--- config.mk ---
export PLATFORM = sky130hd
export DESIGN_NAME = mash_dsm
export DESIGN_NICKNAME = d
export VERILOG_FILES = /design/src/rtl/mash_dsm.sv
export SDC_FILE = /design/constraint.sdc
export NUM_CORES = 1
export LEC_CHECK = 0
export CAP_MARGIN = 20
export CORE_MARGIN = 4
export CORE_UTILIZATION = 60
export DETAILED_ROUTE_END_ITERATION = 6
export HOLD_SLACK_MARGIN = 0.05
export PLACE_DENSITY = 0.8
export SLEW_MARGIN = 25
export SYNTH_ARGS = -nofsm -noshare
export SYNTH_HDL_FRONTEND = slang
export SYNTH_SLANG_ARGS = --single-unit
--- constraint.sdc ---
create_clock -name clk -period 26 [get_ports clk]
set_input_delay 7.8 -clock clk [delete_from_list [all_inputs] [get_ports clk]]
set_output_delay 7.8 -clock clk [all_outputs]
set_load 0.005 [all_outputs]
--- src/rtl/mash_dsm.sv ---
// MASH 1-1-1 delta-sigma modulator for a fractional-N divider.
// The order can be changed at runtime, and the fractional word is loaded through a shadow register.
module mash_dsm #(
    parameter int WIDTH  = 16,
    parameter int NINT_W = 8,
    parameter int INIT1  = 1
) (
    input  logic              clk,
    input  logic              rst,
    input  logic              en,
    input  logic [1:0]        order,
    input  logic [WIDTH-1:0]  alpha_in,
    input  logic              alpha_load,
    input  logic [NINT_W-1:0] n_int,
    output logic [3:0]        y,
    output logic [NINT_W:0]   div_ratio,
    output logic              load_ack
);

    logic [WIDTH-1:0]  shadow_q, shadow_d;
    logic              pending_q, pending_d;
    logic [WIDTH-1:0]  active_q, active_d;
    logic [WIDTH-1:0]  acc1_q, acc1_d;
    logic [WIDTH-1:0]  acc2_q, acc2_d;
    logic [WIDTH-1:0]  acc3_q, acc3_d;
    logic              c2d_q, c2d_d;
    logic              c3d_q, c3d_d;
    logic              c3dd_q, c3dd_d;
    logic [3:0]        y_q, y_d;
    logic [NINT_W:0]   div_ratio_q, div_ratio_d;
    logic              load_ack_q, load_ack_d;

    logic [WIDTH-1:0]  word;
    logic [WIDTH:0]    s1, s2, s3;
    logic [3:0]        t1, t2, t3, y_next;
    logic [NINT_W:0]   y_ext;

    always_comb begin
        shadow_d    = shadow_q;
        pending_d   = pending_q;
        active_d    = active_q;
        acc1_d      = acc1_q;
        acc2_d      = acc2_q;
        acc3_d      = acc3_q;
        c2d_d       = c2d_q;
        c3d_d       = c3d_q;
        c3dd_d      = c3dd_q;
        y_d         = y_q;
        div_ratio_d = div_ratio_q;
        load_ack_d  = 1'b0;

        // A pending word takes effect in the same enabled cycle that transfers it.
        word = (en && pending_q) ? shadow_q : active_q;

        s1 = {1'b0, acc1_q} + {1'b0, word};
        s2 = {1'b0, acc2_q} + {1'b0, s1[WIDTH-1:0]};
        s3 = {1'b0, acc3_q} + {1'b0, s2[WIDTH-1:0]};

        t1 = {3'b000, s1[WIDTH]};
        t2 = {3'b000, s2[WIDTH]} - {3'b000, c2d_q};
        t3 = {3'b000, s3[WIDTH]} - {2'b00, c3d_q, 1'b0} + {3'b000, c3dd_q};

        case (order)
            2'd2:    y_next = t1 + t2;
            2'd3:    y_next = t1 + t2 + t3;
            default: y_next = t1;
        endcase

        y_ext = {{(NINT_W - 3){y_next[3]}}, y_next};

        if (en && pending_q) begin
            active_d   = shadow_q;
            pending_d  = 1'b0;
            load_ack_d = 1'b1;
        end

        if (en) begin
            acc1_d      = s1[WIDTH-1:0];
            acc2_d      = s2[WIDTH-1:0];
            acc3_d      = s3[WIDTH-1:0];
            c2d_d       = s2[WIDTH];
            c3d_d       = s3[WIDTH];
            c3dd_d      = c3d_q;
            y_d         = y_next;
            div_ratio_d = {1'b0, n_int} + y_ext;
        end

        // A load arriving on the transfer cycle becomes the next pending word.
        if (alpha_load) begin
            shadow_d  = alpha_in;
            pending_d = 1'b1;
        end
    end

    always_ff @(posedge clk) begin
        if (rst) begin
            shadow_q    <= '0;
            pending_q   <= 1'b0;
            active_q    <= '0;
            acc1_q      <= WIDTH'(INIT1);
            acc2_q      <= '0;
            acc3_q      <= '0;
            c2d_q       <= 1'b0;
            c3d_q       <= 1'b0;
            c3dd_q      <= 1'b0;
            y_q         <= '0;
            div_ratio_q <= '0;
            load_ack_q  <= 1'b0;
        end else begin
            shadow_q    <= shadow_d;
            pending_q   <= pending_d;
            active_q    <= active_d;
            acc1_q      <= acc1_d;
            acc2_q      <= acc2_d;
            acc3_q      <= acc3_d;
            c2d_q       <= c2d_d;
            c3d_q       <= c3d_d;
            c3dd_q      <= c3dd_d;
            y_q         <= y_d;
            div_ratio_q <= div_ratio_d;
            load_ack_q  <= load_ack_d;
        end
    end

    assign y         = y_q;
    assign div_ratio = div_ratio_q;
    assign load_ack  = load_ack_q;

endmodule
**Yosys cells after proc, flatten, opt, wreduce, memory -nomap -nowiden**

Index checks and enable logic that the tools add are counted.

- Register bits after elaboration: 98
- Input bits: 30
- Output and inout bits: 14
- Word-level logic and storage cells: 30

- Add/subtract/negate cells: 9
- Equality and inequality tests: 2
- Multiplexer cells: 5
- Reduce and logical (&&, ||, !) cells: 2

Operators with widths:

| cell | count |
|---|---|
| 16-bit by 16-bit adder with 17-bit output | 3 |
| 16-bit 2-to-1 mux | 1 |
| 8-bit by 9-bit adder with 9-bit output | 1 |
| 4-bit case mux with 2 select lines | 1 |
| 3-bit by 2-bit adder with 4-bit output | 1 |
| 4-bit adder | 1 |
| 2-bit equality test, second input constant | 2 |
| 2-bit by 2-bit adder with 3-bit output | 1 |
| 1-bit 2-to-1 mux | 3 |
| 1-bit by 2-bit subtractor with 3-bit output | 1 |
| 2-bit nonzero test | 1 |
| 1-bit by 1-bit subtractor with 2-bit output | 1 |
| 1-bit logical AND | 1 |

**Depth between registers and ports, before layout**

Gate-level depths: netlist of the first run.

- Depth after elaboration: 10
- Mapped depth: 37
- Depth with buffers taken out: 35

**Worst setup path before layout of the first run**

No wires, ideal clock.

- Kind: in2reg
- From: input en
- To: register div_ratio_q[8], in the netlist div_ratio[8]
- Setup time: 0.133 ns
- Arrival: 15.150 ns
- Required time: 25.867 ns
- Path slack: 10.716 ns
- Stages on the path: 35
- Buffers on the path: 3
- Cells stage by stage: buf_2 nand2_1 clkbuf_1 mux2_2 ha_1 fa_1 a211oi_2 o21bai_2 a21oi_2 xnor2_1 ha_1 a21oi_1 nand2_1 o21ai_2 o21ai_0 xor2_1 ha_1 buf_2 a21o_1 a31oi_1 o2111ai_2 nand2_1 o21ai_0 fa_1 fa_1 nand2_1 o21ai_0 and2_1 fa_1 a21o_1 a211oi_1 nor2_1 o41ai_1 or3_1 o211ai_1

- Longest elaborated chain between the ends: 10
- Elaborated cells on any way between the ends: 12
- Those cells by class: 9 x add/sub; 2 x mux; 1 x reduce/logical

RTL lines:

| element | line | source |
|---|---|---|
| start: declaration | 10 | `input logic en,` |
| 1-bit logical AND | 53 | `word = (en && pending_q) ? shadow_q : active_q;` |
| 16-bit 2-to-1 mux | - |  |
| 16-bit by 16-bit adder with 17-bit output | 55 | `s1 = {1'b0, acc1_q} + {1'b0, word};` |
| named net s1[6] | 34 | `logic [WIDTH:0] s1, s2, s3;` |
| 16-bit by 16-bit adder with 17-bit output | 56 | `s2 = {1'b0, acc2_q} + {1'b0, s1[WIDTH-1:0]};` |
| named net s2[9] | 34 |  |
| 16-bit by 16-bit adder with 17-bit output | 57 | `s3 = {1'b0, acc3_q} + {1'b0, s2[WIDTH-1:0]};` |
| named net s3[16] | 34 |  |
| 1-bit by 2-bit subtractor with 3-bit output | 61 | `t3 = {3'b000, s3[WIDTH]} - {2'b00, c3d_q, 1'b0} + {3'b000, c3dd_q};` |
| 3-bit by 2-bit adder with 4-bit output | 61 |  |
| 4-bit adder | 65 | `2'd3: y_next = t1 + t2 + t3;` |
| 4-bit case mux with 2 select lines | 63 | `case (order)` |
| named net y_next[1] | 35 | `logic [3:0] t1, t2, t3, y_next;` |
| 8-bit by 9-bit adder with 9-bit output | 85 | `div_ratio_d = {1'b0, n_int} + y_ext;` |
| end signal: assignment | 120 | `div_ratio_q <= div_ratio_d;` |
| end: declaration | 30 | `logic [NINT_W:0] div_ratio_q, div_ratio_d;` |

The timed path passes the listed nets, and every way through them passes these cells.
A chain may end at the register's enable or synchronous reset.

**Worst setup path in the final report of the first run**

Ends and elaborated chain as after synthesis.

==> impl_metrics.py, run 1 <==
metrics = {
    "timing": {
        "tns_ns": 0,
        "maxSlewViolCount": 0,
        "clock.fmax_ghz": 0.06326,
        "period_needed_ns": 15.81,
        "fin_skew_ns": 0.007027,
        "setup_viol": 0,
        "rsz0062_at_grt": "no",
        "worst_pin_slew_ns": 0.9833,
        "maxSlewHeadroom": 0.3424,
        "finalCritPeriodShare": 0.6080,
        "hold_viol": 0,
    },
    "cts": {
        "clkTransAtPathRegs_ns": 0.10,
        "root_buffer": "clkbuf_8",
        "cts_setup_buffers": 0,
        "cts_tree": "yes",
        "clock-sinks": 98,
        "cts_htree_levels": 3,
        "clock_path_buffers": 2,
        "clock_latency_ns": 0.38,
        "ctsHoldBuffers": 0,
        "cts_buffers": 9,
        "ctsResizeCount": 0,
    },
    "synth": {
        "synth_cell_types": 75,
        "mappedNetlistArea_mm2": 0.006631,
        "syn_avg_cell_area_um2": 8.783,
        "synth_nets": 856,
        "synthTopCellsByArea": "dfxtp_1 (30%), ha_1 (12%), mux2i_1 (7.1%), nor2_1 (5.1%), xnor2_1 (3.4%)",
        "seq_area_frac_synth": 0.2958,
        "ys_async_sr_fraction": 0,
        "synth_warnings": 0,
        "ys.flop_type": "dfxtp_1",
        "yosys.area.top_type": "dfxtp_1",
        "synthCells": 755,
        "ys_ff_latch": 98,
        "yosys.area.top_type_share": 0.2958,
        "synth_edf_count": 0,
    },
    "route": {
        "vias": 5548,
        "drt_iter0_drc": 326,
        "routed_wl_mm": 14.92,
        "routedWlPerCell_um": 16.16,
        "antenna_left": 0,
        "viasPerCell": 6.011,
        "drcViolationCount": 0,
        "dr.pass1.iters": 5,
    },
    "finish": {
        "final_net_count": 879,
        "fin_util": 0.6780,
        "fillers": 884,
        "area_growth_pct": 10.83,
        "final_cells": 923,
        "diodes": 0,
        "stdcell_area_mm2": 0.007350,
        "drive_gt1_frac": 0.08812,
    },
    "floorplanning": {
        "die_w_um": 113.1,
        "rows": 38,
        "die_y_um": 113.1,
        "start_util": 0.6117,
        "fp.coreArea_mm2": 0.01084,
        "die_area_mm2": 0.01280,
        "pin_count": 44,
    },
    "grt": {
        "grt_pass1_wl_mm": 25.16,
        "gr-usage-all-layers": 0.2374,
        "grt_max_degree": 55,
        "grt_pass1_vias": 5483,
        "grt_overflow": 0,
        "antenna_found_initial": 0,
    },
    "worst_setup_path": {
        "crit_path_start_kind": "input port",
        "critPathRequiredTime_ns": 26.26,
        "crit_arrival_ns": 16.07,
        "critPathKind": "input port to flip-flop",
        "path_common_cell": "nor2_1",
        "cp_max_fo": 19,
        "cpPeakStageDelay_ns": 0.52,
        "path_buf_inv": 2,
        "critPathTopFamily": "compound AO/OA/AOI/OAI gates",
        "slowest_stage": "nand2_1",
        "endpoint_kind": "flip-flop",
    },
    "outcome": {
        "status": "finished clean",
    },
    "flow_run": {
        "maxCapViolations": 0,
    },
    "power": {
        "p_total_uw": 378.9,
        "power_leakage_uw": 0.003455,
        "ir_drop_uv": 43.94,
        "pwr_density_cell_mw_per_mm2": 51.55,
    },
    "place": {
        "gp_congestion": 0.9268,
        "io_buffers": 43,
        "dp_hpwl_mm": 10.76,
        "dp_cells": 907,
        "place_area_mm2": 0.007116,
    },
    "worst_hold_path": {
        "min_path_type": "flip-flop to flip-flop",
    },
}
## sequential cells by signal, indices dropped and copies added, names as in the netlist, 4 cells and up
name	count
acc1_q	16
acc2_q	16
acc3_q	16
active_q	16
shadow_q	16
div_ratio	9
y	4
## worst reg2reg max path, delay by kind of cell, from the launching register on
family / cells / cell delay, ns
AO/OA/AOI/OAI: 15 / 2.94
adder cells (fa/ha/maj): 7 / 2.68
AND/OR/NAND/NOR: 9 / 1.42
multiplexers: 1 / 0.43
flip-flops: 1 / 0.33
XOR/XNOR: 2 / 0.33
buffers and inverters: 1 / 0.10
## through the flow
stage / worst slack [ns] / hold WS [ns]
after global placement: 10.06 / 0.4496
after global routing: 9.475 / 0.4991
after CTS: 10.22 / 0.4754
after detailed placement: 9.827 / 0.4590
after floorplan: 10.72 / 0.4321
final: 10.19 / 0.4725
## cells in the mapped netlist, drive strengths merged, types with 4 or more instances
cell type and number:
nor2 90, or3 10, mux2i 47, nand2 51
fa 6, a21oi 39, or2 5, nor3 18
dfxtp 98, nor4 4, a211o 7, inv 19
nor2b 4, mux2 16, and3 5, o221ai 7
o22ai 8, o311ai 4, o21ai 32, xor2 14
a21o 20, and2 20, ha 65, o211a 4
a211oi 12, nand2b 4, nand3 16, xnor2 26
o31ai 7, buf 12, clkbuf 24, a31o 4
a31oi 13
## area by class of cell
| cell class | instances | area [um^2] | area share |
|---|---|---|---|
| Clock buffer | 10 | 137.6 | 0.01873 |
| Clock inverter | 6 | 96.34 | 0.01311 |
| Inverter | 20 | 75.07 | 0.01021 |
| Multi-Input combinational cell | 601 | 4446 | 0.6049 |
| Sequential cell | 98 | 1962 | 0.2669 |
| Tap cell | 140 | 175.2 | 0.02383 |
| Timing Repair Buffer | 48 | 457.9 | 0.06231 |
## report_power, final
group | leakage, uW | total [uW] | switching [uW] | internal [uW]
Clock | 0.000115 | 117 | 59.0 | 58.2
Combinational | 0.00254 | 95.4 | 52.8 | 42.5
Sequential | 0.000800 | 166 | 6.05 | 160
Total | 0.00346 | 379 | 118 | 261
## path summary, 6_finish.rpt
path                      from            to  slack, ns  cells past startpoint
setup / recovery            en  div_ratio[8]      10.19                     36
hold / removal    div_ratio[7]  div_ratio[7]       0.47                      2
setup reg to reg     pending_q  div_ratio[8]      17.64                     35
hold reg to reg   div_ratio[7]  div_ratio[7]       0.47                      2
## routing by layer
metal  part of all wire  track usage  up-vias
met2               0.48       0.4175      124
li1                   -            -     2806
met5                  0            0        -
met1               0.46       0.2910     2593
met3              0.044      0.03797       25
met4              0.020      0.09054        0
## placed cells by master (no fill, tap or decap), drive strengths merged, types with 8 or more instances in the layout
cell type,synthesis,routed
clkbuf,24,10
nand3,16,16
o22ai,8,8
clkdlybuf4s50,0,41
xnor2,26,26
or3,10,10
nand2,51,51
nor2,90,90
mux2,16,16
o21ai,32,32
a31oi,13,13
ha,65,65
mux2i,47,47
xor2,14,14
dfxtp,98,98
nor3,18,18
a21o,20,20
a21oi,39,39
inv,19,22
a211oi,12,12
and2,20,20
## kinds of logic (layout without fill, tap and decap cells)
group | count (synthesis) | count (layout) | share of synthesized area
muxes | 63 | 63 | 0.09811
AOI/OAI and AO/OA | 187 | 187 | 0.2083
buffers and inverters | 56 | 84 | 0.03377
DFF | 98 | 98 | 0.2958
and+or+nand+nor | 240 | 240 | 0.1704
xor gates and xnor gates | 40 | 40 | 0.05283
adders and majority gates | 71 | 71 | 0.1408
(Power assumes the default switching activity.)
==> inputs of run 2 (changes only) <==
--- a/config.mk
+++ b/config.mk
@@ -7,10 +7,10 @@
 export LEC_CHECK = 0
 export CAP_MARGIN = 20
 export CORE_MARGIN = 4
-export CORE_UTILIZATION = 60
+export CORE_UTILIZATION = 54
 export DETAILED_ROUTE_END_ITERATION = 6
 export HOLD_SLACK_MARGIN = 0.05
-export PLACE_DENSITY = 0.8
+export PLACE_DENSITY = 0.76
 export SLEW_MARGIN = 25
 export SYNTH_ARGS = -nofsm -noshare
 export SYNTH_HDL_FRONTEND = slang
==> constraint.sdc (replaced) <==
create_clock -name clk -period 13.11 [get_ports clk]
set_input_delay 3.933 -clock clk [delete_from_list [all_inputs] [get_ports clk]]
set_output_delay 3.933 -clock clk [all_outputs]
set_load 0.005 [all_outputs]
==> impl_metrics.py, run 2 (synthesized netlist as in run 1, its figures left out) <==
metrics = {
    "outcome": {
        "status": "finished clean",
    },
    "power": {
        "swShare": 0.3154,
        "power_leakage_uw": 0.003480,
        "ir_drop_uv": 54.67,
        "power.switching_uw": 246.7,
        "seqPwrFrac": 0.422,
        "power.share.combinational": 0.246,
        "pwr_density_cell_mw_per_mm2": 105.5,
        "clkPwrFrac": 0.332,
        "intPower_uw": 535.4,
    },
    "route": {
        "routedWlPerCell_um": 16.22,
        "drt_iter0_drc": 289,
        "drcViolationCount": 0,
        "antenna_left": 0,
        "routed_wl_mm": 15.08,
        "vias": 5665,
        "viasPerCell": 6.091,
        "dr.pass1.iters": 6,
    },
    "floorplanning": {
        "die_w_um": 118.8,
        "start_util": 0.5521,
        "die_y_um": 118.8,
        "rows": 40,
        "fp.coreArea_mm2": 0.01201,
        "die_area_mm2": 0.01412,
        "pin_count": 44,
    },
    "worst_setup_path": {
        "crit_arrival_ns": 11.99,
        "path_common_cell": "nor2_1",
        "cp_max_fo": 17,
        "critPathKind": "input port to flip-flop",
        "crit_path_start_kind": "input port",
        "cpPeakStageDelay_ns": 0.50,
        "slowest_stage": "nand2_1",
        "endpoint_kind": "flip-flop",
        "critPathTopFamily": "compound AO/OA/AOI/OAI gates",
        "critPathRequiredTime_ns": 13.32,
        "path_buf_inv": 2,
    },
    "grt": {
        "grt_pass1_wl_mm": 26.01,
        "antenna_found_initial": 0,
        "gr-usage-all-layers": 0.2176,
        "grt_overflow": 0,
        "grt_max_degree": 65,
        "grt_pass1_vias": 5658,
    },
    "place": {
        "io_buffers": 43,
        "dp_hpwl_mm": 10.79,
        "gp_congestion": 0.9280,
        "place_ws_ns": 1.018,
    },
    "timing": {
        "maxSlewViolCount": 0,
        "hold_viol": 0,
        "rsz0062_at_grt": "no",
        "setup_viol": 0,
        "clock.fmax_ghz": 0.08488,
        "maxSlewHeadroom": 0.3663,
        "finalCritPeriodShare": 0.8986,
        "setup_slack_ns": 1.329,
        "worst_pin_slew_ns": 0.9476,
        "period_needed_ns": 11.78,
        "fin_skew_ns": 0.008487,
        "tns_ns": 0,
    },
    "cts": {
        "clock_latency_ns": 0.35,
        "ctsHoldBuffers": 0,
        "cts_tree": "yes",
        "clock_path_buffers": 2,
        "root_buffer": "clkbuf_16",
        "clock-sinks": 98,
        "cts_htree_levels": 3,
        "ctsResizeCount": 0,
        "cts_buffers": 9,
        "clkTransAtPathRegs_ns": 0.07,
        "cts_setup_buffers": 0,
    },
    "finish": {
        "fillers": 1017,
        "drive_gt1_frac": 0.08812,
        "diodes": 0,
        "final_common_cell": "dfxtp_1",
        "area_growth_pct": 11.75,
        "final_cell_mix": "dfxtp_1 (98), nor2_1 (90), ha_1 (65), nand2_1 (51), mux2i_1 (47)",
        "final_net_count": 879,
    },
    "worst_hold_path": {
        "min_path_type": "flip-flop to flip-flop",
    },
    "flow_run": {
        "maxCapViolations": 0,
    },
}
[run 2: changes by cell type in the layout (fill, tap and decap cells not counted), sizes merged]
cell	before	now
bufinv	2	0
clkbuf	10	9
clkinv	1	3
inv	22	23
[run 2: through the flow]
step / instance area [um^2] / total power (uW) / cells / util / hold WS [ns]
finish: 7411 / 782.1 / 930 / 0.6170 / 0.4666
global route: 7411 / 823.4 / 930 / 0.6170 / 0.5031
CTS: 7411 / 785.8 / 930 / 0.6170 / 0.4751
detailed placement: 7124 / 526.2 / 914 / 0.5931 / 0.4664
global placement: 7124 / 516.5 / 914 / 0.5931 / 0.4474
floorplan: 6631 / 477.6 / 755 / - / 0.4321
[run 2: worst reg2reg max path: cells and delay by family (launching register included)]
family	cells	cell delay, ns
AOI/OAI and AO/OA	15	2.98
adders and majority gates	7	2.68
and+or+nand+nor	9	1.41
muxes	1	0.42
xor gates and xnor gates	2	0.36
DFF	1	0.31
buffers and inverters	1	0.10
[run 2: area by class of cell]
cell class / instances / area, um^2 / area share
Sequential cell: 98 / 1962 / 0.2647
Clock buffer: 9 / 225.2 / 0.03039
Tap cell: 147 / 183.9 / 0.02482
Multi-Input combinational cell: 601 / 4446 / 0.5999
Timing Repair Buffer: 48 / 457.9 / 0.06179
Inverter: 20 / 75.07 / 0.01013
Clock inverter: 7 / 61.31 / 0.008273
[run 2: layer usage]
layer	vias up	routed length (um)	track usage	part of all wire
li1	2819	-	-	-
met1	2668	6654	0.2616	0.44
met5	-	0	0	0
met2	149	7282	0.3812	0.48
met3	29	741	0.03751	0.049
met4	0	401	0.09486	0.027
[run 2: power groups by stage]
stage	Combinational, uW	Clock (uW)	Sequential (uW)
6_report	192	260	330
3_5_place_dp	190	0	337
5_1_grt	214	277	332
3_3_place_gp	181	0	336
4_1_cts	191	265	330
2_1_floorplan	144	0	334
[run 2: path summary, 6_finish.rpt]
check        slack, ns      endpoint  cells after the start         start
max               1.33  div_ratio[8]                     36            en
min               0.47  div_ratio[7]                      2  div_ratio[7]
max reg2reg       4.71  div_ratio[8]                     35     pending_q
min reg2reg       0.47  div_ratio[7]                      2  div_ratio[7]
